===== src/rtl/fila_de_instrucoes_param.sv =====
// -----------------------------------------------------------------------------
// fila_de_instrucoes_param
//
// Parametrised in-order instruction queue between fetch and the R/I issue
// stations. Each accepted instruction is tagged with its class (R or I) using
// the opcode-to-class masks and is dispatched strictly in arrival order.
// Dispatch is either unconditional (Pop) or filtered by the head's class
// (Pop_R / Pop_I). Words with an unmapped opcode are consumed without being
// stored, and Illegal pulses for one cycle.
//
// Ports:
//   Clock, Reset         single clock, synchronous active-high reset
//   Flush                empties the queue at the next edge
//   Push_Valid/Instr     valid/ready push port from fetch
//   Push_Ready           combinational accept (pre-edge state, never uses Pop)
//   Pop, Pop_R, Pop_I    dispatch requests (any class / R only / I only)
//   Instrucao_Despachada registered dispatched word (NOP when idle)
//   Despacho_Valid       registered, high for one cycle per real dispatch
//   Tipo_Despachado      registered class of the dispatch (0 = R, 1 = I)
//   Head_Tipo            class of the current head (0 when empty)
//   Illegal              registered pulse for an accepted unmapped opcode
//   Count/Count_R/Count_I total and per-class occupancy
//   Full, Empty          occupancy flags derived from Count
// -----------------------------------------------------------------------------
module fila_de_instrucoes_param #(
  parameter int               WIDTH   = 16,
  parameter int               DEPTH   = 16,
  parameter int               OPC_MSB = 15,
  parameter logic [7:0]       R_MASK  = 8'b0000_1100,
  parameter logic [7:0]       I_MASK  = 8'b0011_0000,
  parameter int               MAX_R   = DEPTH,
  parameter int               MAX_I   = DEPTH,
  parameter logic [WIDTH-1:0] NOP     = WIDTH'(16'h0005)
) (
  input  logic                     Clock,
  input  logic                     Reset,
  input  logic                     Flush,
  input  logic                     Push_Valid,
  input  logic [WIDTH-1:0]         Push_Instr,
  output logic                     Push_Ready,
  input  logic                     Pop,
  input  logic                     Pop_R,
  input  logic                     Pop_I,
  output logic [WIDTH-1:0]         Instrucao_Despachada,
  output logic                     Despacho_Valid,
  output logic                     Tipo_Despachado,
  output logic                     Head_Tipo,
  output logic                     Illegal,
  output logic [$clog2(DEPTH):0]   Count,
  output logic [$clog2(DEPTH):0]   Count_R,
  output logic [$clog2(DEPTH):0]   Count_I,
  output logic                     Full,
  output logic                     Empty
);

  localparam int AW = $clog2(DEPTH);
  localparam int CW = AW + 1;

  // Caps larger than the queue can never bind, so clamp them to DEPTH to
  // keep the comparisons within the counter width.
  localparam int MAX_R_CL = (MAX_R > DEPTH) ? DEPTH : MAX_R;
  localparam int MAX_I_CL = (MAX_I > DEPTH) ? DEPTH : MAX_I;

  localparam logic [CW-1:0] DEPTH_C = CW'(DEPTH);
  localparam logic [CW-1:0] MAX_R_C = CW'(MAX_R_CL);
  localparam logic [CW-1:0] MAX_I_C = CW'(MAX_I_CL);
  localparam logic [CW-1:0] CNT_ZERO = {CW{1'b0}};
  localparam logic [AW-1:0] PTR_ZERO = {AW{1'b0}};
  localparam logic [AW-1:0] PTR_ONE  = AW'(1);

  // Each entry is {class bit, instruction}; class 0 = R, 1 = I.
  logic [WIDTH:0]   mem_q [DEPTH];

  logic [AW-1:0]    head_q, head_d;
  logic [AW-1:0]    tail_q, tail_d;
  logic [CW-1:0]    count_q, count_d;
  logic [CW-1:0]    count_r_q, count_r_d;
  logic [CW-1:0]    count_i_q, count_i_d;
  logic [WIDTH-1:0] desp_q, desp_d;
  logic             valid_q, valid_d;
  logic             tipo_q, tipo_d;
  logic             illegal_q, illegal_d;

  logic [2:0]       opc;
  logic             is_r;
  logic             is_i;
  logic             is_illegal;
  logic             full;
  logic             empty;
  logic             class_room;
  logic             push_ready;
  logic             push_fire;
  logic             store;
  logic [WIDTH:0]   head_entry;
  logic             head_cls;
  logic             pop_fire;

  assign opc        = Push_Instr[OPC_MSB -: 3];
  assign full       = (count_q == DEPTH_C);
  assign empty      = (count_q == CNT_ZERO);
  assign head_entry = mem_q[head_q];
  assign head_cls   = head_entry[WIDTH];

  // Opcode classification and push acceptance, all from pre-edge state.
  always_comb begin
    is_r       = R_MASK[opc];
    // R wins if a mis-configured pair of masks overlaps.
    is_i       = (!R_MASK[opc]) && I_MASK[opc];
    is_illegal = !(R_MASK[opc] || I_MASK[opc]);
    if (is_r) begin
      class_room = (count_r_q < MAX_R_C);
    end else if (is_i) begin
      class_room = (count_i_q < MAX_I_C);
    end else begin
      class_room = 1'b1;
    end
    if (Reset || Flush) begin
      push_ready = 1'b0;
    end else if (is_illegal) begin
      // Unmapped words are always swallowed; they never occupy an entry.
      push_ready = 1'b1;
    end else begin
      push_ready = (!full) && class_room;
    end
    push_fire = Push_Valid && push_ready;
    store     = push_fire && !is_illegal;
  end

  // Dispatch select on the current head; Reset/Flush suppress any dispatch.
  always_comb begin
    if (Reset || Flush) begin
      pop_fire = 1'b0;
    end else if (empty) begin
      pop_fire = 1'b0;
    end else if (Pop) begin
      pop_fire = 1'b1;
    end else if (Pop_R && !head_cls) begin
      pop_fire = 1'b1;
    end else if (Pop_I && head_cls) begin
      pop_fire = 1'b1;
    end else begin
      pop_fire = 1'b0;
    end
  end

  // Next-state for pointers, counters and the registered dispatch outputs.
  always_comb begin
    head_d    = head_q;
    tail_d    = tail_q;
    count_d   = count_q;
    count_r_d = count_r_q;
    count_i_d = count_i_q;
    desp_d    = NOP;
    valid_d   = 1'b0;
    tipo_d    = 1'b0;
    illegal_d = 1'b0;
    if (Reset || Flush) begin
      head_d    = PTR_ZERO;
      tail_d    = PTR_ZERO;
      count_d   = CNT_ZERO;
      count_r_d = CNT_ZERO;
      count_i_d = CNT_ZERO;
    end else begin
      if (store) begin
        tail_d = tail_q + PTR_ONE;
      end else begin
        tail_d = tail_q;
      end
      if (pop_fire) begin
        head_d  = head_q + PTR_ONE;
        desp_d  = head_entry[WIDTH-1:0];
        valid_d = 1'b1;
        tipo_d  = head_cls;
      end else begin
        head_d  = head_q;
      end
      // Push and pop move the class counters independently.
      count_d   = count_q + CW'(store) - CW'(pop_fire);
      count_r_d = count_r_q + CW'(store && is_r) - CW'(pop_fire && !head_cls);
      count_i_d = count_i_q + CW'(store && is_i) - CW'(pop_fire && head_cls);
      illegal_d = push_fire && is_illegal;
    end
  end

  // Control and output registers with synchronous reset.
  always_ff @(posedge Clock) begin
    if (Reset) begin
      head_q    <= PTR_ZERO;
      tail_q    <= PTR_ZERO;
      count_q   <= CNT_ZERO;
      count_r_q <= CNT_ZERO;
      count_i_q <= CNT_ZERO;
      desp_q    <= NOP;
      valid_q   <= 1'b0;
      tipo_q    <= 1'b0;
      illegal_q <= 1'b0;
    end else begin
      head_q    <= head_d;
      tail_q    <= tail_d;
      count_q   <= count_d;
      count_r_q <= count_r_d;
      count_i_q <= count_i_d;
      desp_q    <= desp_d;
      valid_q   <= valid_d;
      tipo_q    <= tipo_d;
      illegal_q <= illegal_d;
    end
  end

  // Entry storage; contents are don't-care after Reset or Flush.
  always_ff @(posedge Clock) begin
    if (store) begin
      mem_q[tail_q] <= {is_i, Push_Instr};
    end
  end

  assign Push_Ready           = push_ready;
  assign Instrucao_Despachada = desp_q;
  assign Despacho_Valid       = valid_q;
  assign Tipo_Despachado      = tipo_q;
  assign Head_Tipo            = (!empty) && head_cls;
  assign Illegal              = illegal_q;
  assign Count                = count_q;
  assign Count_R              = count_r_q;
  assign Count_I              = count_i_q;
  assign Full                 = full;
  assign Empty                = empty;

endmodule


===== config.mk =====
export PLATFORM = sky130hd
export DESIGN_NAME = fila_de_instrucoes_param
export DESIGN_NICKNAME = d
export VERILOG_FILES = /design/src/rtl/fila_de_instrucoes_param.sv
export SDC_FILE = /design/constraint.sdc
export NUM_CORES = 1
export LEC_CHECK = 0
export BUFFER_PORTS_ARGS = -buffer_cell sky130_fd_sc_hd__buf_2
export CAP_MARGIN = 30
export CORE_MARGIN = 2
export CORE_UTILIZATION = 35
export CTS_CLUSTER_SIZE = 8
export DETAILED_ROUTE_END_ITERATION = 8
export PLACE_DENSITY = 0.61
export SYNTH_ARGS = -nofsm -noshare
export SYNTH_HDL_FRONTEND = slang
export SYNTH_SLANG_ARGS = --single-unit

===== constraint.sdc =====
create_clock -name Clock -period 3.9 [get_ports Clock]
set_clock_uncertainty 0.05 [all_clocks]
set_input_delay 1.17 -clock Clock [delete_from_list [all_inputs] [get_ports Clock]]
set_output_delay 1.17 -clock Clock [all_outputs]
set_load 0.05 [all_outputs]

==> impl_metrics.xml <==
<?xml version="1.0" encoding="UTF-8"?>
<metrics>
  <group name="run_status">
    <metric name="run_status" unit="">finished, final reports clean</metric>
  </group>
  <group name="setup_path">
    <metric name="cp_slowest_stage_delay" unit="ns">0.63</metric>
    <metric name="timing.reg2reg.setup_slack" unit="ns">0.45</metric>
    <metric name="critical_path.endpoint_type" unit="">output pin</metric>
    <metric name="path_depth" unit="">7</metric>
    <metric name="critical_path_required_time" unit="ns">2.68</metric>
    <metric name="crit-reg2reg-capture" unit="">Count[4]</metric>
    <metric name="timing.critical_path.cells" unit="">mux4_1 &gt; mux2i_4 &gt; nor2_1 &gt; a21oi_1 &gt; buf_4 &gt; nor2_1 &gt; buf_2</metric>
    <metric name="timing.critical_path.from_type" unit="">flop</metric>
    <metric name="cp_max_fo" unit="">11</metric>
    <metric name="worst_path_max_delay_cell" unit="">mux4_1</metric>
    <metric name="timing.reg2reg.worst_path_depth" unit="">18</metric>
    <metric name="worst-endpoint-arrival" unit="ns">2.48</metric>
    <metric name="critical_path_buf_inv_count" unit="">2</metric>
    <metric name="worst_path_dominant_cell_family" unit="">multiplexers</metric>
    <metric name="worst-setup-path-type" unit="">flop to output pin</metric>
    <metric name="crit_top_cell" unit="">nor2_1</metric>
  </group>
  <group name="hold_path">
    <metric name="hold_depth" unit="">2</metric>
    <metric name="hold_class" unit="">flop to flop</metric>
    <metric name="min_from" unit="">head_q[3]</metric>
  </group>
  <group name="timing">
    <metric name="setup_viol" unit="">0</metric>
    <metric name="tcrit_tclk_final" unit="">0.949</metric>
    <metric name="timing.max_slew.rel_slack" unit="">0.505</metric>
    <metric name="timing.fmax" unit="MHz">270</metric>
    <metric name="rsz0062_at_grt" unit="">no</metric>
    <metric name="setup_slack" unit="ns">0.201</metric>
    <metric name="slew_viol_final" unit="">0</metric>
    <metric name="period_needed" unit="ns">3.70</metric>
    <metric name="endpoints_failing_hold" unit="">0</metric>
    <metric name="holdWs" unit="ns">0.437</metric>
    <metric name="worst_pin_slew" unit="ns">0.742</metric>
  </group>
  <group name="layout">
    <metric name="antenna_cells" unit="">0</metric>
    <metric name="area_growth" unit="%">20.3</metric>
    <metric name="design.final.nets" unit="">805</metric>
    <metric name="final_cell_count_no_fill" unit="">1248</metric>
    <metric name="leading_cell_type_in_the_layout_fill_and_taps_excluded" unit="">edfxtp_1</metric>
    <metric name="final_layout_size_suffix_gt1_frac" unit="">0.342</metric>
    <metric name="mostFrequentLayoutCells" unit="">272 x edfxtp_1, 81 x mux4_2, 60 x buf_2, 51 x buf_4, 45 x clkbuf_16</metric>
  </group>
  <group name="die">
    <metric name="floorplan.initialDensity" unit="">0.357</metric>
    <metric name="num_io_pins" unit="">61</metric>
    <metric name="dieArea" unit="µm²">37000</metric>
    <metric name="floorplan.rows" unit="">68</metric>
    <metric name="dieHeight" unit="µm">192</metric>
    <metric name="chipWidth" unit="µm">192</metric>
    <metric name="core-area" unit="µm²">34700</metric>
  </group>
  <group name="clock_tree">
    <metric name="clk_path_buf_depth" unit="">3</metric>
    <metric name="insertion_delay" unit="ns">0.54</metric>
    <metric name="cts_sinks" unit="">318</metric>
    <metric name="htree_levels" unit="">2</metric>
    <metric name="cts_tree" unit="">built</metric>
    <metric name="cts_made_buffers" unit="">45</metric>
    <metric name="cts.reportedPaths.clkPinSlew" unit="ns">0.05</metric>
    <metric name="root_buffer" unit="">clkbuf_16</metric>
  </group>
  <group name="placement">
    <metric name="buffer_ports.inserted" unit="">60</metric>
    <metric name="dp_worst_setup_slack" unit="ns">0.0687</metric>
    <metric name="place_inst" unit="">1164</metric>
    <metric name="dp.final_hpwl" unit="µm">16500</metric>
    <metric name="place_congestion" unit="">0.734</metric>
  </group>
  <group name="synthesis">
    <metric name="synthesis.area" unit="µm²">12400</metric>
    <metric name="synthesized_instance_count" unit="">625</metric>
    <metric name="compound_cell_area_share_of_the_yosys_netlist" unit="">0.0110</metric>
    <metric name="synth_simple_gate_area_share" unit="">0.0388</metric>
    <metric name="yosys.cell_types.count" unit="">40</metric>
    <metric name="xor_xnor_portion_of_the_synthesized_cell_area" unit="">0.00988</metric>
    <metric name="post_synthesis_mux_area_share" unit="">0.158</metric>
    <metric name="ys_ff_latch" unit="">318</metric>
    <metric name="synth_top_flop_cell" unit="">edfxtp_1</metric>
    <metric name="synth_edf_count" unit="">272</metric>
    <metric name="postSynthAreaPerCell" unit="µm²">19.9</metric>
    <metric name="asyncSetResetFlopFracSynth" unit="">0</metric>
    <metric name="synthesis.nets" unit="">674</metric>
    <metric name="synth_adder_area_share" unit="">0.0280</metric>
    <metric name="ys.warnings.count" unit="">0</metric>
    <metric name="synth_top_family_by_area" unit="">multiplexers</metric>
    <metric name="ys_seq_area_frac" unit="">0.733</metric>
  </group>
  <group name="global_route">
    <metric name="grt_usage" unit="">0.149</metric>
    <metric name="grt_max_degree" unit="">39</metric>
    <metric name="grt_pass1_wl" unit="µm">40100</metric>
    <metric name="grt_antenna_before_repair" unit="">1</metric>
    <metric name="grt_overflow" unit="">0</metric>
    <metric name="first_global_vias" unit="">6487</metric>
  </group>
  <group name="route">
    <metric name="detail_route.first_pass.iterations" unit="">5</metric>
    <metric name="drtAntennaViolNets" unit="">0</metric>
    <metric name="detailedRoute.firstIterationViolations" unit="">572</metric>
    <metric name="avgRoutedWirePerCell" unit="µm">21.3</metric>
    <metric name="routed_via_density" unit="">4.92</metric>
    <metric name="detail_route.wirelength" unit="µm">26600</metric>
    <metric name="drcViolationCount" unit="">0</metric>
    <metric name="via_count" unit="">6146</metric>
  </group>
  <group name="power_and_ir_drop">
    <metric name="pwr_density_cell" unit="nW/µm²">498</metric>
    <metric name="static_leakage" unit="nW">5.02</metric>
    <metric name="worst_ir_drop_vdd" unit="µV">307</metric>
  </group>
  <group name="run">
    <metric name="timing.max_cap.violations" unit="">0</metric>
  </group>
</metrics>
how the worst max path moves through the flow:
| stage | endpoint | from |
|---|---|---|
| final | Head_Tipo | flop |
| after CTS | Head_Tipo | flop |
| after global routing | Head_Tipo | flop |
| after detailed placement | Count[4] | Push_Instr[14] |
| after global placement | Count[4] | Pop |
| after floorplan | Count_R[4] | Count[3] |
sequential cells by signal, indices dropped and copies added (netlist names), named ones only:
name	flops
Count	5
Illegal	1
Instrucao_Despachada	16
Count_I	5
head_q	4
Count_R	5
mem_q	272
Despacho_Valid	1
tail_q	4
Tipo_Despachado	1
cell usage after synthesis (7+ instances only):
master    number  area, µm²
clkbuf_1      12       45.0
ha_1          23        288
nand2_1       14       52.6
dfxtp_1       46        921
inv_1         28        105
xor2_1         8       70.1
edfxtp_1     272       8170
and3_1        16        100
a21oi_1       10       50.1
nor2_1        42        158
mux4_2        81       1820
buf_6          7       78.8
routing by layer:
metal | track usage | routed length [µm] | vias up
met4 | 0.0476 | 688 | 2
met1 | 0.205 | 11900 | 3173
met2 | 0.241 | 12600 | 174
met5 | 0 | 11 | -
met3 | 0.0266 | 1400 | 49
li1 | - | - | 2748
final cells by class:
class                   instances  area (µm²)
inverters                      28         105
fillers                      3028       19800
clock inverters                 3        41.3
flip-flops and latches        318        9100
well taps                     455         569
clock buffers                  81        1270
multi-input cells             251        3130
repair buffers                112         703
cells by family after synthesis:
kind of cell               Yosys count
AOI/OAI and AO/OA                   22
xor gates and xnor gates            14
adders and majority gates           26
buffers and inverters               56
DFF                                318
muxes                               91
and+or+nand+nor                     98
report_power, final:
group / internal [mW] / total (mW) / switching [mW] / leakage, nW
combinational: 0.0565 / 0.167 / 0.111 / 1.58
clock: 2.19 / 3.56 / 1.37 / 0.621
sequential: 3.70 / 3.70 / 0.00440 / 2.81
tightest hold or removal path: stages (launching register included):
cell and delay (ns):
dfxtp_1 0.30, nand2_1 0.05, mux2i_1 0.08
stage by stage:
step,area (µm²),power [mW],util,TNS (ns)
after CTS,14900,7.52,0.430,0
final,14900,7.43,0.430,0
after global placement,13600,3.94,0.392,0
after global routing,14900,7.67,0.430,0
after detailed placement,13600,3.94,0.392,0
after floorplan,12400,3.86,-,-0.0426
timing repair:
action,in CTS,in global routing
gates resized for setup,0,2
hold endpoints to repair,0,0
endpoints found under the setup margin,0,1
hold buffers,0,0
setup buffers,0,0
Note: power is estimated with default switching activity, not from simulation.
